`config.mk`:
```
export PLATFORM = sky130hd
export DESIGN_NAME = hazard_ctrl_pipe
export DESIGN_NICKNAME = d
export VERILOG_FILES = /design/src/rtl/hazard_ctrl_pipe.sv
export SDC_FILE = /design/constraint.sdc
export NUM_CORES = 1
export LEC_CHECK = 0
export BUFFER_PORTS_ARGS = -buffer_cell sky130_fd_sc_hd__buf_2
export CORE_MARGIN = 8
export CORE_UTILIZATION = 50
export CTS_CLUSTER_DIAMETER = 40
export DETAILED_ROUTE_END_ITERATION = 10
export GPL_TIMING_DRIVEN = 0
export PLACE_DENSITY_LB_ADDON = 0.25
export SYNTH_ARGS = -nofsm -noshare
export SYNTH_HDL_FRONTEND = slang
export SYNTH_SLANG_ARGS = --single-unit
```
`constraint.sdc`:
```
create_clock -name clk -period 3.25 [get_ports clk]
set_input_delay 0 -clock clk [delete_from_list [all_inputs] [get_ports clk]]
set_output_delay 0 -clock clk [all_outputs]
set_load 0.03 [all_outputs]
```
`src/rtl/hazard_ctrl_pipe.sv`:
```
// Pipeline control/hazard unit: carries decoded control through E/M/W and drives
// the stall, flush, forwarding and datapath mux selects for the operand/writeback block.
module hazard_ctrl_pipe #(
  parameter int FALU_LAT = 3
) (
  input  logic       clk,
  input  logic       rst_n,
  input  logic [6:0] D_opcode,
  input  logic [4:0] D_rd,
  input  logic [4:0] D_rs1,
  input  logic [4:0] D_rs2,
  input  logic       D_rd_fp,
  input  logic       D_rs1_fp,
  input  logic       D_rs2_fp,
  input  logic       E_b,
  output logic       stall_fd,
  output logic       stall_e,
  output logic       D_flush,
  output logic       E_flush,
  output logic       next_pc_sel,
  output logic       D_rs1_data_sel,
  output logic       D_rs2_data_sel,
  output logic [1:0] E_rs1_data_sel,
  output logic [1:0] E_rs2_data_sel,
  output logic       E_alu_op1_sel,
  output logic       E_alu_op2_sel,
  output logic       E_jb_op1_sel,
  output logic       E_alu_falu_sel,
  output logic       W_wb_sel,
  output logic       M_dm_w_en,
  output logic       W_wb_en,
  output logic       W_f_wb_en,
  output logic [4:0] W_rd
);
  localparam logic [6:0] OP_LUI    = 7'b0110111;
  localparam logic [6:0] OP_AUIPC  = 7'b0010111;
  localparam logic [6:0] OP_JAL    = 7'b1101111;
  localparam logic [6:0] OP_JALR   = 7'b1100111;
  localparam logic [6:0] OP_BRANCH = 7'b1100011;
  localparam logic [6:0] OP_LOAD   = 7'b0000011;
  localparam logic [6:0] OP_STORE  = 7'b0100011;
  localparam logic [6:0] OP_IMM    = 7'b0010011;
  localparam logic [6:0] OP_OP     = 7'b0110011;
  localparam logic [6:0] OP_FP     = 7'b1010011;
  localparam logic [6:0] OP_FLW    = 7'b0000111;
  localparam logic [6:0] OP_FSW    = 7'b0100111;

  localparam int             CW       = $clog2(FALU_LAT + 1);
  localparam logic [CW-1:0]  CNT_LAST = CW'(FALU_LAT - 1);

  // M and W only need destination info; source indices stop at E.
  typedef struct packed {
    logic       valid;
    logic [6:0] opcode;
    logic [4:0] rd;
    logic       rd_fp;
  } dst_t;

  typedef struct packed {
    dst_t       dst;
    logic [4:0] rs1;
    logic [4:0] rs2;
    logic       rs1_fp;
    logic       rs2_fp;
  } ex_t;

  ex_t           d_ex, e_q, e_d;
  dst_t          m_q, m_d, w_q, w_d;
  logic [CW-1:0] falu_cnt_q, falu_cnt_d;

  logic e_is_ld, e_is_fp, falu_stall, taken, load_use, lu;
  logic d_rs1_rd, d_rs2_rd;

  // x0 writes are dropped entirely; f0 is a real register.
  function automatic logic writes(dst_t s);
    return s.valid && !(s.opcode inside {OP_STORE, OP_BRANCH, OP_FSW}) &&
           (s.rd_fp || (s.rd != 5'd0));
  endfunction

  function automatic logic hits(dst_t s, logic [4:0] r, logic fp);
    return writes(s) && (s.rd == r) && (s.rd_fp == fp);
  endfunction

  function automatic logic [1:0] fwd(dst_t m, dst_t w, logic [4:0] r, logic fp);
    if (hits(m, r, fp) && !(m.opcode inside {OP_LOAD, OP_FLW})) return 2'b01;
    if (hits(w, r, fp)) return 2'b00;
    return 2'b10;
  endfunction

  always_comb begin
    d_ex            = '0;
    d_ex.dst.valid  = 1'b1;
    d_ex.dst.opcode = D_opcode;
    d_ex.dst.rd     = D_rd;
    d_ex.dst.rd_fp  = D_rd_fp;
    d_ex.rs1        = D_rs1;
    d_ex.rs2        = D_rs2;
    d_ex.rs1_fp     = D_rs1_fp;
    d_ex.rs2_fp     = D_rs2_fp;

    d_rs1_rd = D_opcode inside {OP_JALR, OP_BRANCH, OP_LOAD, OP_STORE, OP_IMM,
                                OP_OP, OP_FP, OP_FLW, OP_FSW};
    d_rs2_rd = D_opcode inside {OP_BRANCH, OP_STORE, OP_OP, OP_FP, OP_FSW};

    e_is_ld    = e_q.dst.valid && (e_q.dst.opcode inside {OP_LOAD, OP_FLW});
    e_is_fp    = e_q.dst.valid && (e_q.dst.opcode == OP_FP);
    falu_stall = e_is_fp && (falu_cnt_q != CNT_LAST);
    taken      = e_q.dst.valid && ((e_q.dst.opcode == OP_JAL) || (e_q.dst.opcode == OP_JALR) ||
                                   ((e_q.dst.opcode == OP_BRANCH) && E_b));
    load_use   = e_is_ld && ((d_rs1_rd && hits(e_q.dst, D_rs1, D_rs1_fp)) ||
                             (d_rs2_rd && hits(e_q.dst, D_rs2, D_rs2_fp)));
    // A redirect kills the dependent instruction anyway, and a held E cannot take a new one.
    lu         = load_use && !taken && !falu_stall;
  end

  assign stall_e        = falu_stall;
  assign stall_fd       = falu_stall || lu;
  assign D_flush        = taken;
  assign E_flush        = taken || lu;
  assign next_pc_sel    = taken;

  assign D_rs1_data_sel = hits(w_q, D_rs1, D_rs1_fp);
  assign D_rs2_data_sel = hits(w_q, D_rs2, D_rs2_fp);
  assign E_rs1_data_sel = fwd(m_q, w_q, e_q.rs1, e_q.rs1_fp);
  assign E_rs2_data_sel = fwd(m_q, w_q, e_q.rs2, e_q.rs2_fp);

  assign E_alu_op1_sel  = e_q.dst.valid && !(e_q.dst.opcode inside {OP_AUIPC, OP_JAL, OP_JALR});
  assign E_alu_op2_sel  = e_q.dst.valid && (e_q.dst.opcode inside {OP_OP, OP_BRANCH, OP_FP});
  assign E_jb_op1_sel   = e_q.dst.valid && (e_q.dst.opcode == OP_JALR);
  assign E_alu_falu_sel = !e_is_fp;

  assign M_dm_w_en = m_q.valid && (m_q.opcode inside {OP_STORE, OP_FSW});
  assign W_wb_sel  = w_q.valid && (w_q.opcode inside {OP_LOAD, OP_FLW});
  assign W_wb_en   = writes(w_q) && !w_q.rd_fp;
  assign W_f_wb_en = writes(w_q) && w_q.rd_fp;
  assign W_rd      = w_q.rd;

  always_comb begin
    e_d        = d_ex;
    m_d        = e_q.dst;
    w_d        = m_q;
    falu_cnt_d = '0;
    if (falu_stall) begin
      e_d        = e_q;
      m_d        = '0;
      falu_cnt_d = falu_cnt_q + CW'(1);
    end else if (E_flush) begin
      e_d = '0;
    end
  end

  always_ff @(posedge clk or negedge rst_n) begin
    if (!rst_n) begin
      e_q        <= '0;
      m_q        <= '0;
      w_q        <= '0;
      falu_cnt_q <= '0;
    end else begin
      e_q        <= e_d;
      m_q        <= m_d;
      w_q        <= w_d;
      falu_cnt_q <= falu_cnt_d;
    end
  end

  // LUI only needs to be named for completeness of the opcode map.
  logic unused_lui;
  assign unused_lui = (OP_LUI == 7'b0) ? 1'b1 : 1'b0;
endmodule

```
Yosys cells after proc, flatten, opt, wreduce, memory -nomap -nowiden
Index checks and enable logic that the tools add are counted.
Widths: inputs -> output; s select.

storage, ports and cells
  register bits = 56
  output and inout port bits = 24
  logic and storage cells = 153

operators by class
  $add $sub $neg = 1
  equal/unequal tests = 46
  multiplexer cells = 17
  reductions and logical operators = 72

operators with widths
  kind                 count
  $eq 7x6->1 const B   10
  $eq 7x7->1 const B   9
  $logic_and 1x1->1    41
  $eq 5x5->1           8
  $eq 7x2->1 const B   4
  $eq 7x3->1 const B   4
  $mux 26              1
  $reduce_bool 5->1    4
  $mux 2               9
  $reduce_bool 3->1    5
  $eq 7x5->1 const B   2
  $mux 14              1
  $logic_not 1->1      9
  $reduce_bool 9->1    1
  $eq 1x1->1           8
  $logic_or 1x1->1     8
  $reduce_bool 2->1    4
  $mux 1               6
  $add 2x1->2 const B  1
  $ne 2x2->1 const B   1

Logic depth before layout (Yosys ltp)
Gate-level depths: netlist of run 1.

  depth in word-level cells = 14
  mapped depth = 8
  gate-level depth less buffers = 6

Worst setup path after synthesis of run 1
No wires, ideal clock.

  kind = reg2out
  from = register e_q[23] in the netlist's numbering
  to = output port E_alu_op2_sel
  arrival time = 2.138 ns
  required time = 3.250 ns
  slack = 1.112 ns
  stages on the path, launching flop included = 3
  cells stage by stage = dfrtp_1 xnor2_1 a2111oi_0

between the ends
  longest elaborated chain between the ends = 3
  elaborated cells on any way between the ends = 5

RTL lines
  what                                      RTL line  source
  start, declared                           67        ex_t d_ex, e_q, e_d;
  start signal, assigned                    154       e_q <= '0;
  start signal, assigned                    159       e_q <= e_d;
  $eq 7x6->1 or $eq 7x7->1 (tied branches)  128       assign E_alu_op2_sel = e_q.dst.valid && (e_q.dst.opcode inside {OP_OP, OP_BRANCH, OP_FP});
  $reduce_bool 3->1 (*)                     128
  $logic_and 1x1->1 (*)                     128
  end, declared                             26        output logic E_alu_op2_sel,

Mark *: on every way between the ends. The rest lies on a longest branch, timed or not.

Final worst setup path of run 1
  from = register e_q[22] in the netlist's numbering
  to = output port next_pc_sel

between the ends
  longest elaborated chain between the ends = 4
  elaborated cells on any way between the ends = 7

RTL lines
  what                                                   RTL line  source
  $eq 7x7->1 (on tied branches)                          108, 109
  $logic_or 1x1->1 or $logic_and 1x1->1 (tied branches)  108, 109
  $logic_or 1x1->1 (*)                                   108       taken = e_q.dst.valid && ((e_q.dst.opcode == OP_JAL) || (e_q.dst.opcode == OP_JALR) ||
  $logic_and 1x1->1 (*)                                  108
  end, declared                                          20        output logic next_pc_sel,

Marked as above.

==> results of run 1 <==
## registers in the layout (all words and copies together) (netlist names)
register / cells
W_rd: 5
e_q: 26
falu_cnt_q: 2
m_q: 14
w_q: 9
## kinds of logic after synthesis
family                     after synthesis  share of synthesized area (%)
and+or+nand+nor                        107                           19.9
DFF                                     56                           48.4
xor gates and xnor gates                50                           15.1
buffers and inverters                   35                           7.12
AOI/OAI and AO/OA                       34                           8.77
adders and majority gates                2                          0.777
## power by group
group	internal, mW	switching [mW]
combinational	0.113	0.124
clock	0.159	0.236
sequential	0.736	0.0447
## layout by cell type, fill, tap and decap left out, types with 9 or more instances in the layout
cell type | Yosys | final
dfrtp_1 | 56 | 56
buf_2 | 2 | 53
nand2_1 | 41 | 41
xor2_1 | 28 | 28
dlygate4sd3_1 | 0 | 25
xnor2_1 | 22 | 22
o31ai_1 | 22 | 22
nor4_1 | 13 | 13
and2_1 | 12 | 12
clkbuf_1 | 10 | 10
inv_1 | 9 | 9
## area by class of cell
| type | instances | share of cell area [%] |
|---|---|---|
| plain buffers | 25 | 4.56 |
| inverters | 10 | 1.18 |
| diodes | 1 | 0.0697 |
| flip-flops and latches | 56 | 39.0 |
| clock inverters | 3 | 0.766 |
| repair buffers | 76 | 14.1 |
| multi-input cells | 193 | 35.9 |
| well taps | 72 | 2.51 |
| clock buffers | 5 | 1.92 |
## routing by layer
metal	share of wire, %	vias to the layer above
li1	-	1130
met1	40	1110
met2	51	85
met3	6.7	17
met4	2.6	0
met5	0	-
## how the worst max path moves through the flow
stage	to	cells past startpoint
floorplan	E_alu_op2_sel	2
global route	next_pc_sel	5
detailed placement	next_pc_sel	5
finish	next_pc_sel	5
CTS	next_pc_sel	5
global placement	next_pc_sel	5
## metrics by stage
stage	hold WS [ns]	std cells
finish	0.0104	441
global route	0.0102	441
CTS	0.00155	440
detailed placement	0.243	407
global placement	0.240	407
floorplan	-0.296	284
## critical path, delay by kind of cell (launching register included)
kind	cells	cell delay, ns
buffers and inverters	3	0.81
DFF	1	0.46
and+or+nand+nor	2	0.85
## what timing repair did
item                                   CTS  global route
hold buffers                            25             0
resized for setup                        0             0
setup buffers                            0             0
endpoints found under the hold margin   80             0
==> flow_metrics.env, run 1 <==
export IMPL_vias_per_cell=5.31
export IMPL_core_area_mm2=0.00554
export IMPL_slew_viol_final=0
export IMPL_postLayoutCoreUtil_pct=64.8
export IMPL_pin_count=52
export IMPL_cts_root_buffer="clkbuf_8"
export IMPL_hpwl_um=5320
export IMPL_vdd_ir_drop_max_v=0.000248
export IMPL_yosys_area_top_type="dfrtp_1"
export IMPL_finalWorstSetupSlack_ns=0.828
export IMPL_initial_core_util_pct=52.3
export IMPL_fill_cells=475
export IMPL_top_usage_layer="met2"
export IMPL_htree_levels=2
export IMPL_hold_path_class="primary input to flop"
export IMPL_regArea_mm2=0.00140
export IMPL_hold_path_startpoint="D_opcode[4]"
export IMPL_use_met3_pct=3.50
export IMPL_reg2reg_depth=6
export IMPL_synthCells=284
export IMPL_end_kind="output pin"
export IMPL_slew_headroom_pct=21.6
export IMPL_syn_area_mm2=0.00290
export IMPL_clock_sinks=56
export IMPL_whs_path_depth=3
export IMPL_detailedPlace_worstSlack_ns=1.20
export IMPL_power_mw=1.41
export IMPL_arrival_ns=2.42
export IMPL_crit_chain="nand3b_1, nor3_2, clkbuf_1, buf_4, buf_2"
export IMPL_yosysWarnings=0
export IMPL_min_to="e_q[22]"
export IMPL_yosysSeqAreaShare_pct=48.4
export IMPL_drt_iter0_drc=188
export IMPL_r2r_start="e_q[16]"
export IMPL_p_leak_nw=1.59
export IMPL_timing_rr_end="e_q[10]"
export IMPL_max_freq_mhz=413
export IMPL_ant_nets=0
export IMPL_syn_to_final_growth_pct=24.0
export IMPL_yosysTopAreaCellShare_pct=48.4
export IMPL_synthTopCellsByArea="dfrtp_1 48%, xor2_1 8.5%, xnor2_1 6.6%"
export IMPL_clkTransAtPathRegs_ns=0.10
export IMPL_finalCritPeriodShare_pct=74.5
export IMPL_grtUsageTotal_pct=18.0
export IMPL_rrSetupSlack_ns=1.17
export IMPL_clk_latency_ns=0.31
export IMPL_slowest_delay_ns=0.61
export IMPL_crit_path_start="e_q[22]"
export IMPL_dr_pass1_iters=4
export IMPL_dpl_cell_area_mm2=0.00324
export IMPL_totalWireLength_um=7300
export IMPL_async_reset_ff_share_pct=100
export IMPL_synthFlopType="dfrtp_1"
export IMPL_overflow=0
export IMPL_min_period_ns=2.42
export IMPL_die_h_um=92.1
export IMPL_grt_pass1_wl_um=12200
export IMPL_drc_errors=0
export IMPL_multiInputGateArea_mm2=0.00129
export IMPL_gp_congestion=0.871
export IMPL_finalClockSkew_ns=0.00930
export IMPL_synthTopCellsByCount="56 x dfrtp_1, 41 x nand2_1, 28 x xor2_1, 22 x o31ai_1, 22 x xnor2_1"
export IMPL_critical_path_required_ns=3.25
export IMPL_power_density_mw_per_mm2=393
export IMPL_floorplan_die_width_um=92.1
export IMPL_std_cell_rows=27
export IMPL_cts_tree="built"
export IMPL_grt_max_degree=57
export IMPL_io_buffers=51
export IMPL_first_global_vias=2487
export IMPL_worst_slew_pin_slew_ns=1.18
export IMPL_status="finished clean"
export IMPL_finalInstanceArea_mm2=0.00359
export IMPL_cp_start_kind="flop"
export IMPL_finalSetupViolations=0
export IMPL_wl_per_cell_um=16.6
export IMPL_crit_type="flop to output pin"
export IMPL_rsz0062_at_grt="no"
export IMPL_drv_cap=0
export IMPL_yosysUniqueCellTypes=40
export IMPL_synth_nets=313
export IMPL_drive_above_1_share_pct=22.0
export IMPL_setup_tns_ns=0
export IMPL_grt_use_met2_pct=31.2
export IMPL_critPathMaxFanout=11
export IMPL_dieArea_mm2=0.00849
export IMPL_vias=2342
export IMPL_synth_enable_flop_cells=0
export IMPL_cts_buffer_depth=2
export IMPL_slowest_stage="nor3_2"
export IMPL_avgSynthCellArea_um2=10.2
export IMPL_cts_made_buffers=5
export IMPL_yosysMostFrequentCell="dfrtp_1"
export IMPL_timing_hold_violations_final=0
export IMPL_ys_ff_latch=56
export IMPL_layout_nets=396
export IMPL_grt_antenna_before_repair=1
export IMPL_use_met1_pct=20.8
Note: power is estimated with default switching activity, not from simulation.
==> run 2, diff against run 1 <==
- ABC_AREA: default -> 1
- clock period: 3.25 -> 2.4 ns (I/O delays scaled with it)
==> flow_metrics.env, run 2 <==
export IMPL_rsz0062_at_grt="no"
export IMPL_p_sw_share_pct=29.1
export IMPL_setup_tns_ns=0
export IMPL_finalWorstSetupSlack_ns=0.399
export IMPL_vias_per_cell=5.10
export IMPL_overflow=0
export IMPL_layout_nets=481
export IMPL_power_mw=1.91
export IMPL_first_global_vias=2698
export IMPL_yosysUniqueCellTypes=30
export IMPL_dpl_cell_area_mm2=0.00334
export IMPL_synthTopCellsByCount="93 x nand2_1, 56 x dfrtp_1, 49 x inv_1, 42 x nor2_1, 29 x nand4_1"
export IMPL_slew_headroom_pct=22.5
export IMPL_finalClockSkew_ns=0.00810
export IMPL_crit_type="flop to output pin"
export IMPL_async_reset_ff_share_pct=100
export IMPL_vdd_ir_drop_max_v=0.000312
export IMPL_grt_max_degree=57
export IMPL_detailedPlace_worstSlack_ns=0.723
export IMPL_ys_ff_latch=56
export IMPL_crit_top_cell="nand2_1"
export IMPL_avgSynthCellArea_um2=8.06
export IMPL_pwr_share_comb_pct=17.2
export IMPL_max_freq_mhz=500
export IMPL_syn_area_mm2=0.00299
export IMPL_end_kind="output pin"
export IMPL_synthAdderAreaFrac_pct=0.419
export IMPL_yosys_area_top_type="dfrtp_1"
export IMPL_floorplan_die_width_um=93.3
export IMPL_route_met2_wl_um=3580
export IMPL_fill_cells=505
export IMPL_slowest_delay_ns=0.44
export IMPL_synthFlopType="dfrtp_1"
export IMPL_synth_enable_flop_cells=0
export IMPL_p_leak_nw=1.94
export IMPL_slowest_stage="dfrtp_1"
export IMPL_final_common_cell="nand2_1"
export IMPL_pwr_share_seq_pct=55.7
export IMPL_cp_start_kind="flop"
export IMPL_regMostFlops="e_q"
export IMPL_layout_common_cells="93 x nand2_1, 56 x dfrtp_1, 53 x buf_2, 49 x inv_1, 42 x nor2_1"
export IMPL_synth_top_family_by_area="simple AND/OR/NAND/NOR gates"
export IMPL_wl_per_cell_um=13.9
export IMPL_min_period_ns=2.00
export IMPL_met3_length_um=522
export IMPL_grt_pass1_wl_um=12200
export IMPL_die_h_um=93.3
export IMPL_crit_chain="nand2_1, nor2_1, nand4_1, nand2_1, nand2_1, clkbuf_1, inv_1, buf_4, buf_2"
export IMPL_synthTopCellsByArea="dfrtp_1 47%, nand2_1 12%, xnor2_1 6.4%"
export IMPL_finalSetupViolations=0
export IMPL_clkTransAtPathRegs_ns=0.10
export IMPL_critPathMaxFanout=10
export IMPL_grtUsageTotal_pct=17.5
export IMPL_antenna_cells=0
export IMPL_drv_cap=0
export IMPL_clockPowerShare_pct=27.1
export IMPL_io_buffers=51
export IMPL_dieArea_mm2=0.00871
export IMPL_cts_tree="built"
export IMPL_yosysTopAreaCellShare_pct=46.9
export IMPL_hold_path_class="primary input to flop"
export IMPL_drt_iter0_drc=129
export IMPL_grt_antenna_before_repair=0
export IMPL_slew_viol_final=0
export IMPL_synthXorXnorAreaFrac_pct=9.08
export IMPL_worst_slew_pin_slew_ns=1.16
export IMPL_intPower_mw=1.35
export IMPL_gp_congestion=0.920
export IMPL_syn_to_final_growth_pct=22.4
export IMPL_htree_levels=2
export IMPL_synth_simple_area_share_pct=29.5
export IMPL_pin_count=52
export IMPL_arrival_ns=2.00
export IMPL_largest_reg_flops=26
export IMPL_reg_top3="e_q x26, m_q x14, w_q x9"
export IMPL_finalCritPeriodShare_pct=83.4
export IMPL_yosysMostFrequentCell="nand2_1"
export IMPL_synth_compound_area_share_pct=3.56
export IMPL_ant_nets=0
export IMPL_synthCells=371
export IMPL_maxUsedRoutingLayer="met4"
export IMPL_core_area_mm2=0.00585
export IMPL_yosysWarnings=0
export IMPL_finalInstanceArea_mm2=0.00366
export IMPL_cts_buffer_depth=2
export IMPL_cts_root_buffer="clkbuf_8"
export IMPL_timing_hold_violations_final=0
export IMPL_drive_above_1_share_pct=16.6
export IMPL_drc_errors=0
export IMPL_synth_nets=400
export IMPL_dr_pass1_iters=5
export IMPL_yosysSeqAreaShare_pct=46.9
export IMPL_totalWireLength_um=7320
export IMPL_cts_made_buffers=5
export IMPL_power_density_mw_per_mm2=521
export IMPL_power_switching_mw=0.554
export IMPL_initial_core_util_pct=51.1
export IMPL_status="finished clean"
export IMPL_vias=2693
export IMPL_clk_latency_ns=0.31
export IMPL_critical_path_required_ns=2.40
export IMPL_met1_length_um=3110
export IMPL_hpwl_um=5640
export IMPL_muxShareOfSynthArea_pct=0
export IMPL_clock_sinks=56
export IMPL_std_cell_rows=28
[run 2: cell count changes after synthesis, sizes merged, moves of 5 or more]
cell,delta
and2,-12
inv,+40
nand2,+53
nand3,+6
nand4,+25
nor2,+34
nor3,+5
nor4,-11
o21ai,+5
o31ai,-22
xor2,-19
[run 2: power groups by stage]
stage / clock network, mW / logic, mW / registers (mW)
after floorplan: 0 / 0.200 / 1.06
after global placement: 0 / 0.291 / 1.08
after detailed placement: 0 / 0.299 / 1.08
after CTS: 0.529 / 0.328 / 1.06
after global routing: 0.564 / 0.368 / 1.07
final: 0.517 / 0.328 / 1.06
[run 2: per-layer routing]
layer | up-vias | track usage [%]
met2 | 98 | 29.5
met5 | - | 0
li1 | 1340 | -
met3 | 10 | 3.93
met1 | 1245 | 21.7
met4 | 0 | 5.64
[run 2: cells by family (layout without fill, tap and decap cells)]
| logic type | count (synthesis) | count (layout) |
|---|---|---|
| simple gates | 196 | 196 |
| buf+inv | 70 | 152 |
| flops | 56 | 56 |
| xor+xnor | 31 | 31 |
| compound gates | 17 | 17 |
| fa+ha+maj | 1 | 1 |
[run 2: worst paths after layout]
kind	start	endpoint	slack, ns	depth (start not counted)
setup / recovery	e_q[24]	next_pc_sel	0.40	9
hold reg to reg	m_q[7]	w_q[7]	0.38	0
setup reg to reg	e_q[16]	e_q[10]	0.72	12
max in group asynchronous	rst_n	m_q[5]	1.23	2
min in group asynchronous	rst_n	e_q[19]	0.47	2
hold / removal	D_rs1[3]	e_q[10]	0.01	3
[run 2: cell type report]
class                      instances  area [µm²]  area share, %
tap                               75        93.8           2.56
clock inverter                     3        22.5          0.615
clock buffer                       5        68.8           1.88
inverter                          50         189           5.16
sequential                        56        1400           38.3
buffer                            20         126           3.45
multi-input combinational        245        1270           34.8
timing repair buffer              74         485           13.3
[run 2: timing repair]
| action | in CTS | in global routing |
|---|---|---|
| hold buffers | 23 | 0 |
| buffers inserted | 0 | 0 |
| setup endpoints to repair | 0 | 0 |
| endpoints found under the hold margin | 78 | 0 |
| resized for setup | 0 | 0 |
[run 2: worst max-delay path: cells and delay by family, from the launching register on]
kind	cells	cell delay (ns)
buffers and inverters	4	0.63
flip-flops	1	0.44
AND/OR/NAND/NOR	5	0.60
[run 2: per-stage QoR]
stage / util (%) / std cells / hold slack (ns)
floorplan: - / 371 / -0.296
global placement: 57.1 / 497 / 0.239
detailed placement: 57.1 / 497 / 0.244
CTS: 62.6 / 528 / 0.00393
global route: 62.6 / 528 / 0.0342
finish: 62.6 / 528 / 0.00954
==> run 3, diff against run 2 <==
- ABC_AREA: 1 -> 0
- clock period: 2.4 -> 2 ns (I/O delays scaled with it)
==> flow_metrics.env, run 3 (synthesis results as in run 1) <==
export IMPL_final_common_cell="dfrtp_1"
export IMPL_finalSetupViolations=0
export IMPL_endpoint="E_flush"
export IMPL_htree_levels=2
export IMPL_min_period_ns=1.95
export IMPL_drt_iter0_drc=82
export IMPL_initial_core_util_pct=52.3
export IMPL_grt_pass1_wl_um=11900
export IMPL_hold_path_startpoint="E_b"
export IMPL_core_area_mm2=0.00554
export IMPL_detailedPlace_worstSlack_ns=-0.0800
export IMPL_fill_cells=433
export IMPL_crit_path_start="e_q[13]"
export IMPL_ant_nets=0
export IMPL_cts_tree="built"
export IMPL_overflow=0
export IMPL_finalClockSkew_ns=0.00683
export IMPL_drv_cap=0
export IMPL_slowest_stage="dfrtp_2"
export IMPL_critPathMaxFanout=5
export IMPL_arrival_ns=1.95
export IMPL_syn_to_final_growth_pct=29.4
export IMPL_std_cell_rows=27
export IMPL_regArea_mm2=0.00141
export IMPL_drc_errors=0
export IMPL_vdd_ir_drop_max_v=0.000383
export IMPL_drive_above_1_share_pct=28.1
export IMPL_multiInputGateArea_mm2=0.00132
export IMPL_reg_top3="e_q x26, m_q x14, w_q x9"
export IMPL_max_freq_mhz=513
export IMPL_timing_hold_violations_final=0
export IMPL_power_density_mw_per_mm2=616
export IMPL_finalCritPeriodShare_pct=97.5
export IMPL_antenna_cells=0
export IMPL_rrSetupSlack_ns=0.08
export IMPL_crit_type="flop to output pin"
export IMPL_worst_slew_pin_slew_ns=1.18
export IMPL_largest_reg_flops=26
export IMPL_slew_viol_final=0
export IMPL_grtUsageTotal_pct=17.4
export IMPL_floorplan_die_width_um=92.1
export IMPL_clock_sinks=56
export IMPL_grt_max_degree=57
export IMPL_layout_nets=405
export IMPL_cts_buffer_depth=2
export IMPL_slew_headroom_pct=21.3
export IMPL_p_leak_nw=1.67
export IMPL_regMostFlops="e_q"
export IMPL_totalWireLength_um=7130
export IMPL_die_h_um=92.1
export IMPL_reg2reg_depth=8
export IMPL_cts_made_buffers=5
export IMPL_status="finished clean"
export IMPL_grt_antenna_before_repair=0
export IMPL_pin_count=52
export IMPL_power_mw=2.31
export IMPL_dieArea_mm2=0.00849
export IMPL_vias=2335
export IMPL_io_buffers=51
export IMPL_first_global_vias=2392
export IMPL_postLayoutCoreUtil_pct=67.7
export IMPL_clkTransAtPathRegs_ns=0.10
export IMPL_critical_path_required_ns=2.00
export IMPL_dpl_cell_area_mm2=0.00324
export IMPL_slowest_delay_ns=0.43
export IMPL_vias_per_cell=5.20
export IMPL_gp_congestion=0.851
export IMPL_cts_root_buffer="clkbuf_8"
export IMPL_clk_latency_ns=0.31
export IMPL_end_kind="output pin"
export IMPL_crit_chain="buf_4, xor2_1, nor4_1, nand3_1, a21oi_4, or2_2, buf_6"
export IMPL_cp_start_kind="flop"
export IMPL_r2r_start="e_q[13]"
export IMPL_wl_per_cell_um=15.9
export IMPL_dr_pass1_iters=4
export IMPL_hpwl_um=5090
export IMPL_hold_path_class="primary input to flop"
export IMPL_layout_common_cells="50 x dfrtp_1, 49 x buf_2, 41 x nand2_1, 28 x xor2_1, 26 x dlygate4sd3_1"
export IMPL_finalInstanceArea_mm2=0.00375
export IMPL_finalWorstSetupSlack_ns=0.0508
export IMPL_timing_rr_end="e_q[0]"
-- run 3: cell types whose count changed in the layout (fill, tap and decap cells not counted), moves of 12 or more --
cell     delta
xor2_1     +19
buf_4      +14
inv_1      -40
nand2_1    -52
nand4_1    -24
and2_1     +12
o31ai_1    +22
nor2_1     -34
-- run 3: metrics by stage --
| stage | setup TNS (ns) | cells | hold WS [ns] |
|---|---|---|---|
| 2_1_floorplan | -0.230 | 284 | -0.296 |
| 3_3_place_gp | -0.836 | 407 | 0.239 |
| 3_5_place_dp | -1.16 | 407 | 0.246 |
| 4_1_cts | 0 | 444 | 0.315 |
| 5_1_grt | -0.00470 | 449 | 0.346 |
| 6_report | 0 | 449 | 0.325 |
-- run 3: metal layers --
| metal | global-route usage (%) | up-vias | wire, µm |
|---|---|---|---|
| met4 | 6.31 | 0 | 136 |
| met5 | 0 | - | 0 |
| met2 | 30.2 | 70 | 3490 |
| met3 | 3.10 | 12 | 417 |
| met1 | 21.1 | 1113 | 3080 |
| li1 | - | 1140 | - |
-- run 3: repair_timing --
action | CTS | global route
pin swaps | 2 | 3
hold buffers | 26 | 0
setup endpoints to repair | 26 | 23
endpoints found under the hold margin | 81 | 0
setup buffers | 8 | 7
resized for setup | 9 | 16
-- run 3: area by class of cell --
| cell class | instances | area share, % |
|---|---|---|
| Sequential cell | 56 | 37.6 |
| Multi-Input combinational cell | 193 | 35.2 |
| Timing Repair Buffer | 92 | 17.2 |
| Buffer | 18 | 3.87 |
| Tap cell | 72 | 2.40 |
| Clock buffer | 5 | 1.83 |
| Inverter | 10 | 1.13 |
| Clock inverter | 3 | 0.734 |
-- run 3: report_power, final --
part | internal, mW | switching [mW] | total [mW]
Combinational | 0.194 | 0.185 | 0.379
Sequential | 1.20 | 0.0887 | 1.29
Clock | 0.258 | 0.387 | 0.644
-- run 3: worst max-delay path, delay by kind of cell, from the launching register on --
family / cells / cell delay, ns
flip-flops: 1 / 0.43
AND/OR/NAND/NOR: 3 / 0.53
buffers and inverters: 2 / 0.28
AO/OA/AOI/OAI: 1 / 0.24
XOR/XNOR: 1 / 0.15
-- run 3: how the worst min path moves through the flow --
stage | endpoint | depth (start not counted)
floorplan | W_rd[0] | 0
global placement | e_q[17] | 3
detailed placement | e_q[17] | 3
CTS | e_q[20] | 5
global route | e_q[20] | 5
finish | e_q[20] | 5
